--- src/rtl/mul_pipe_pkg.sv ---
// Shared encodings and defaults for the pipelined multiplier.
// Optional flush feature is enabled with `define MUL_PIPE_FLUSH_EN.
package mul_pipe_pkg;
   typedef enum logic [1:0] {
      OP_NOP   = 2'd0,
      OP_MUL   = 2'd1,
      OP_MAC   = 2'd2,
      OP_RDCLR = 2'd3
   } op_e;

   localparam int SIGN_SRC0  = 0;
   localparam int SIGN_SRC1  = 1;
   localparam int DEF_WIDTH  = 32;
   localparam int DEF_STAGES = 3;
endpackage

--- src/rtl/mul_core.sv ---
// Combinational multiply with per-operand signedness, 2*WIDTH result.
// Pipeline registers around it are retimed by synthesis.
module mul_core
   import mul_pipe_pkg::*;
#(
   parameter int WIDTH = DEF_WIDTH
) (
   input  logic [WIDTH-1:0]   src0_i,
   input  logic [WIDTH-1:0]   src1_i,
   input  logic [1:0]         sign_i,
   output logic [2*WIDTH-1:0] prod_o
);
   logic              s0;
   logic              s1;
   logic [2*WIDTH-1:0] a_ext;
   logic [2*WIDTH-1:0] b_ext;

   assign s0 = sign_i[SIGN_SRC0] & src0_i[WIDTH-1];
   assign s1 = sign_i[SIGN_SRC1] & src1_i[WIDTH-1];

   // Low 2*WIDTH bits of an extended product equal the exact signed product.
   assign a_ext  = {{WIDTH{s0}}, src0_i};
   assign b_ext  = {{WIDTH{s1}}, src1_i};
   assign prod_o = a_ext * b_ext;
endmodule

--- src/rtl/mul_pipe_unit.sv ---
// Pipelined multiplier / MAC with valid-ready handshake and global stall.
// `define MUL_PIPE_FLUSH_EN adds a flush port that kills in-flight ops.
module mul_pipe_unit
   import mul_pipe_pkg::*;
#(
   parameter int WIDTH  = DEF_WIDTH,
   parameter int STAGES = DEF_STAGES
) (
   input  logic             clock,
   input  logic             reset,
   input  logic [WIDTH-1:0] in_src0,
   input  logic [WIDTH-1:0] in_src1,
   input  logic [1:0]       in_op,
   input  logic [1:0]       in_sign,
   input  logic             in_valid,
   output logic             in_ready,
`ifdef MUL_PIPE_FLUSH_EN
   input  logic             flush,
`endif
   output logic             out_valid,
   input  logic             out_ready,
   output logic [WIDTH-1:0] out_res0,
   output logic [WIDTH-1:0] out_res1
);
   localparam int DW = 2 * WIDTH;

   logic [DW-1:0]     prod;
   logic              adv;
   logic              kill;
   logic              accept;
   op_e               op_in;

   logic [STAGES-1:0] vld_q, vld_d;
   op_e               op_q[STAGES];
   op_e               op_d[STAGES];
   logic [DW-1:0]     prod_q[STAGES];
   logic [DW-1:0]     prod_d[STAGES];
   logic [DW-1:0]     acc_q, acc_d;
   logic [DW-1:0]     res_q, res_d;
   logic              ovld_q, ovld_d;
   logic [DW-1:0]     sum;

   mul_core #(.WIDTH(WIDTH)) u_core (
      .src0_i (in_src0),
      .src1_i (in_src1),
      .sign_i (in_sign),
      .prod_o (prod)
   );

`ifdef MUL_PIPE_FLUSH_EN
   assign kill = flush;
`else
   assign kill = 1'b0;
`endif

   assign op_in    = op_e'(in_op);
   assign adv      = !ovld_q | out_ready;
   assign in_ready = reset & adv & !kill;
   assign accept   = in_valid & in_ready;
   assign sum      = acc_q + prod_q[STAGES-1];

   always_comb begin
      vld_d  = vld_q;
      op_d   = op_q;
      prod_d = prod_q;
      acc_d  = acc_q;
      res_d  = res_q;
      ovld_d = ovld_q;
      if (adv) begin
         vld_d[0]  = accept && (op_in != OP_NOP);
         op_d[0]   = op_in;
         prod_d[0] = prod;
         for (int i = 1; i < STAGES; i++) begin
            vld_d[i]  = vld_q[i-1];
            op_d[i]   = op_q[i-1];
            prod_d[i] = prod_q[i-1];
         end
         ovld_d = vld_q[STAGES-1];
         res_d  = '0;
         if (vld_q[STAGES-1]) begin
            unique case (op_q[STAGES-1])
               OP_MAC: begin
                  res_d = sum;
                  acc_d = sum;
               end
               OP_RDCLR: begin
                  res_d = acc_q;
                  acc_d = '0;
               end
               OP_MUL:  res_d = prod_q[STAGES-1];
               OP_NOP:  res_d = '0;
            endcase
         end
      end
      // A killed op at the last stage must not reach the accumulator.
      if (kill) begin
         vld_d  = '0;
         ovld_d = 1'b0;
         res_d  = '0;
         acc_d  = acc_q;
      end
   end

   always_ff @(posedge clock) begin
      if (!reset) begin
         vld_q  <= '0;
         acc_q  <= '0;
         res_q  <= '0;
         ovld_q <= 1'b0;
         for (int i = 0; i < STAGES; i++) begin
            op_q[i]   <= OP_NOP;
            prod_q[i] <= '0;
         end
      end else begin
         vld_q  <= vld_d;
         op_q   <= op_d;
         prod_q <= prod_d;
         acc_q  <= acc_d;
         res_q  <= res_d;
         ovld_q <= ovld_d;
      end
   end

   assign out_valid = ovld_q;
   assign out_res0  = res_q[WIDTH-1:0];
   assign out_res1  = res_q[DW-1:WIDTH];
endmodule

--- config.mk ---
export PLATFORM = sky130hd
export DESIGN_NAME = mul_pipe_unit
export DESIGN_NICKNAME = d
export VERILOG_FILES = /design/src/rtl/mul_pipe_pkg.sv /design/src/rtl/mul_core.sv /design/src/rtl/mul_pipe_unit.sv
export SDC_FILE = /design/constraint.sdc
export NUM_CORES = 2
export LEC_CHECK = 0
export ABC_AREA = 0
export CORE_MARGIN = 1
export CORE_UTILIZATION = 70
export DETAILED_ROUTE_END_ITERATION = 8
export GPL_TIMING_DRIVEN = 0
export PLACE_DENSITY_LB_ADDON = 0.15
export SETUP_SLACK_MARGIN = 0.15
export SLEW_MARGIN = 20
export SYNTH_ARGS = -nofsm -noshare
export SYNTH_HDL_FRONTEND = slang
export SYNTH_SLANG_ARGS = --single-unit
--- constraint.sdc ---
create_clock -name clock -period 29.9 [get_ports clock]
set_clock_uncertainty 0.15 [all_clocks]
set_input_delay 5.98 -clock clock [delete_from_list [all_inputs] [get_ports clock]]
set_output_delay 5.98 -clock clock [all_outputs]
set_load 0.03 [all_outputs]
Word-level counts from Yosys, hierarchy flattened

Index checks and enable logic that the tools add are counted.

Bits in registers: 330
Input port bits: 72
Output and inout port bits: 66

$add $sub $neg: 1
$mul: 1
Equal/unequal tests: 3
Mux-type cells: 3
Bitwise gates (word level): 5
Reductions and logical operators: 6

Operators by type and width:

| operator                                                               | number |
|---|---|
| 64-bit case mux with 4 select lines                                    | 1 |
| 64-bit case mux with 2 select lines                                    | 1 |
| 64-bit adder                                                           | 1 |
| 33-bit by 33-bit multiplier with 64-bit output                         | 1 |
| 64-bit two-way mux                                                     | 1 |
| 1-bit bitwise AND                                                      | 4 |
| 2-bit equality test (second input constant)                            | 2 |
| 2-bit nonzero test                                                     | 2 |
| 3-bit AND reduction                                                    | 1 |
| 2-bit by 1-bit equality test with 1-bit output (second input constant) | 1 |
| 2-bit logical NOT                                                      | 1 |
| 1-bit logical AND                                                      | 1 |
| 1-bit logical NOT                                                      | 1 |
| 1-bit OR                                                               | 1 |

Longest topological paths before layout

Depth after elaboration: 5
Depth in mapped cells: 31

Hierarchy

Synthesis repeated with hierarchy kept, for this count alone.

Cells, all modules: 6,236
Area total of the unflattened synthesis: 54,491.0 µm²

By module, submodules not included:

| module        | times used | cells an instance | area each (µm²) | seq. area each (µm²) |
|---|---|---|---|---|
| mul_core      | 1          | 4,155             | 37,876.3        | 0.0 |
| mul_pipe_unit | 1          | 2,081             | 16,614.7        | 6,606.3 |

Least setup slack after synthesis

OpenSTA, ideal clock, no wires.

Path type: input-to-reg
Start point: input in_sign[0]
End point: register prod_q[188] in the netlist's numbering
Setup time: 0.125 ns
Arrival: 13.628 ns
Slack: 15.997 ns
Cell stages on the path: 29
Cells stage by stage: and2_0 clkbuf_1 nand2_1 inv_1 fa_1 inv_1 fa_1 fa_1 inv_1 fa_1 inv_1 fa_1 fa_1 fa_1 fa_1 inv_1 ha_1 clkbuf_1 nand2_1 nor2_1 nand2_1 nand2_1 a221o_1 a22o_1 o31ai_2 nor2_1 a2111oi_2 xor2_1 o21ai_1

Longest elaborated chain between the ends: 2

RTL lines:

| what                                           | RTL line             | text |
|---|---|---|
| start: declaration                             | mul_pipe_unit.sv:14  | `input logic [1:0] in_sign,` |
| 1-bit bitwise AND                              | mul_core.sv:18       | `assign s0 = sign_i[SIGN_SRC0] & src0_i[WIDTH-1];` |
| 33-bit by 33-bit multiplier with 64-bit output | mul_core.sv:24       | `assign prod_o = a_ext * b_ext;` |
| end signal: assignment                         | mul_pipe_unit.sv:117 | `prod_q <= prod_d;` |
| end: declaration                               | mul_pipe_unit.sv:36  | `logic [DW-1:0] prod_q[STAGES];` |

No other way between the ends.
A chain may end at the register's enable or synchronous reset.

Worst setup path in the final report

Same ends and word-level chain as after synthesis.

==> summary.md <==
| Metric | Value |
|---|---|
| Pre-CTS WS | 13470 ps |
| Post-CTS Setup Inserts | 0 |
| RSZ-0062 raised after global routing | no |
| DRT iter0 DRCs | 5014 |
| TritonRoute pass-1 iters | 9 |
| Post-Syn Nets | 7657 |
| Worst Hold Depth | 2 |
| Final Critical Period | 16100 ps |
| Largest family of logic cells by synthesized area | adder cells |
| Post-Synth Adder-Cell Area | 47.9% |
| YS warnings | 0 |
| Crit Path Class | in2reg |
| Worst-path maximum fanout | 10 |
| Die H | 280 um |
| Count of final setup violators | 0 |
| CP max stage cell | clkdlybuf4s50_1 |
| Commonest cells after routing, fill and taps aside | nand2_1, inv_1, fa_1 |
| Mapped cell area | 54200 um2 |
| Die ar. | 78600 um2 |
| Row count | between 100 and 150 |
| FF-to-FF setup slack | 25490 ps |
| Reg area | 6610 um2 |
| Period utilisation layout | 53.8% |
| Cts bufs inserted | 27 |
| Most frequent CP cell | fa_1 |
| Final WL | 198 mm |
| Synth area leaders | fa_1, dfxtp_1, nand2_1 |
| Worst Min Path Start | prod_q[178]$_SDFFE_PN0N_ |
| Max_slew headroom | 15.2% |
| Fillers | 5475 |
| Worst reg2reg path endpoint | res_q[57]$_SDFFE_PN0N_ |
| Syn avg cell area | 8.77 um2 |
| Worst-Margin Slew | 1270 ps |
| Cells on worst reg2reg path | 13 |
| Drt via density | roughly 6.3 |
| P&R area growth vs syn | 6.80% |
| GR Overflow Total | 0 |
| HP Class | reg2reg |
| Core region area | 76300 um2 |
| Boundary Pins | 138 |
| Post-synthesis mux area share | 0.464% |
| Worst EP required | between 30000 and 40000 ps |
| Critical Path Max Stage Delay | 920 ps |
| Max-slew violations | 0 |
| IO buf count | 136 |
| Vias post-DR | 46600 |
| EDFF count, synth | 0 |
| CP startpoint kind | input port |
| Largest net degree at the start of global routing | 25 |
| Net total in the final layout | 7822 |
| Worst Path Arrival | 16410 ps |
| Die width | 280 um |
| Clock Tree Root | clkbuf_16 |
| Setup ws final | 13800 ps |
| FF+latch count, synth | 330 |
| Post-Synth Simple-Gate Area | between 10% and 20% |
| CTS tree | done |
| Clk buf depth | 3 |
| Clock-pin slew on the worst setup and hold paths | 70 ps |
| GRT Resource Usage Total | 51.7% |
| Hold Fails Final Rpt | 0 |
| Critical R2R Launch | prod_q[13]$_SDFFE_PN0N_ |
| Routed Antenna Nets | 0 |
| Post-DP HPWL | 164 mm |
| Clk sink count | 330 |
| Wire per inst | 26.8 um |
| Number of max-cap violations | 0 |
| Distinct cell type count after synthesis | 90 |
| Ys flop type | dfxtp_1 |
| Max H-tree Level | 1 |
| Most common cell after layout, fill and taps aside | nand2_1 |
| Multi-input logic area | approximately 42000 um2 |
| Layout Utilization | 75.9% |
| Hold_buf cts | 0 |
| Seq/Total Area, Yosys | 12.2% |
| Clock Latency Late Sink | 580 ps |
| Layout cells sized above 1 | 1.79% |
| Residual DRC count | 3 |
| Cell taking the most area after synthesis | fa_1 |
| Compound-Gate Fraction of Synth Area | 10.2% |
| First-pass GRT wire length | 294 mm |
| Min-Delay Endpoint | prod_q[178]$_SDFFE_PN0N_ |
| Run status | finished, violations left |
| Total Neg Setup Slack | 0 ps |
| Failing checks | DRC |
| Synth Instances | 6184 |
| Initial antenna violation count | 6 |
| Routability congestion estimate | 1.11 |
| Post-cts resize count | 0 |
| Post-synthesis xor/xnor area fraction | about 2.1% |
| Number of global-route vias before repair | 48400 |
| Area share of the largest cell type after synthesis | 41.6% |
| Max frequency | 0.0621 GHz |
| Starting Density | between 70 and 80% |
| Post-synth ARST share | 0% |
| Crit path capture type | flip-flop |
==> logic make-up (layout without fill, tap and decap cells) <==
group / after synthesis / in the layout
xor gates and xnor gates: 132 / 132
AOI/OAI and AO/OA: 829 / 829
muxes: 24 / 24
and+or+nand+nor: 1978 / 1978
DFF: 330 / 330
adders and majority gates: 1401 / 1401
other: 0 / 11
buffers and inverters: 1490 / 1674
==> synth_stat cells (all sizes together), types with 6 or more instances <==
library cell  count
a21oi           171
nand4            21
o31ai            12
nor3             20
inv            1141
xor2             44
nand2b           17
o21a             17
dfxtp           330
nand2          1191
fa             1126
nor2b            44
o21bai           24
ha              275
mux2              9
a22oi            63
buf              13
a21o             56
o211ai           13
xnor2            88
nor2            114
mux2i            15
o211a             6
nand3            45
and3             42
a211oi           15
or2              12
o21ai           201
a31oi            21
a22o             19
a21boi          153
and2            453
clkbuf          336
==> worst max path at each step <==
stage / startpoint / to / depth (start not counted)
2_1_floorplan: in_sign[0] / prod_q[188]$_SDFFE_PN0N_ / 29
3_3_place_gp: in_sign[0] / prod_q[188]$_SDFFE_PN0N_ / 28
3_5_place_dp: in_sign[0] / prod_q[188]$_SDFFE_PN0N_ / 30
4_1_cts: in_sign[0] / prod_q[188]$_SDFFE_PN0N_ / 30
5_1_grt: in_sign[0] / prod_q[188]$_SDFFE_PN0N_ / 28
6_report: in_sign[0] / prod_q[188]$_SDFFE_PN0N_ / 30
==> worst max-delay path: cells and delay by family <==
| kind | cells | cell delay, ps |
|---|---|---|
| xor+xnor | 1 | 190 |
| compound gates | 5 | 1400 |
| simple gates | 7 | 1020 |
| buf+inv | 8 | 2880 |
| fa+ha+maj | 9 | 4900 |
==> cell type report <==
class / instances / share of cell area (%)
clock inverters: 15 / 0.441
multi-input cells: 4364 / 72.6
diodes: 11 / 0.0475
well taps: 1030 / 2.22
flip-flops and latches: 330 / 11.4
plain buffers: 349 / 2.28
repair buffers: 136 / 2.35
inverters: 1141 / 7.39
clock buffers: 33 / 1.29
==> per-layer routing <==
layer	wire length [um]	global-route usage, %
met5	79	0
met4	20600	42.2
met3	28800	18.9
met2	84700	78.1
met1	64400	58.9
==> per-stage QoR <==
step           std cells  hold WS, ps  area (um2)
6_report            7409          304       57900
3_5_place_dp        7350          292       56900
4_1_cts             7398          302       57900
3_3_place_gp        7350          286       56900
5_1_grt             7398          331       57900
2_1_floorplan       6184          270       54200
==> sequential cells by signal, summed over array words and instances (netlist names) <==
name,count
prod_q,192
acc_q,64
res_q,64
op_q,6
vld_q,3
out_valid,1
Power is left out: the tool's default activity adds up to more than one toggle a clock period on the data nets, which glitch-free logic cannot reach.
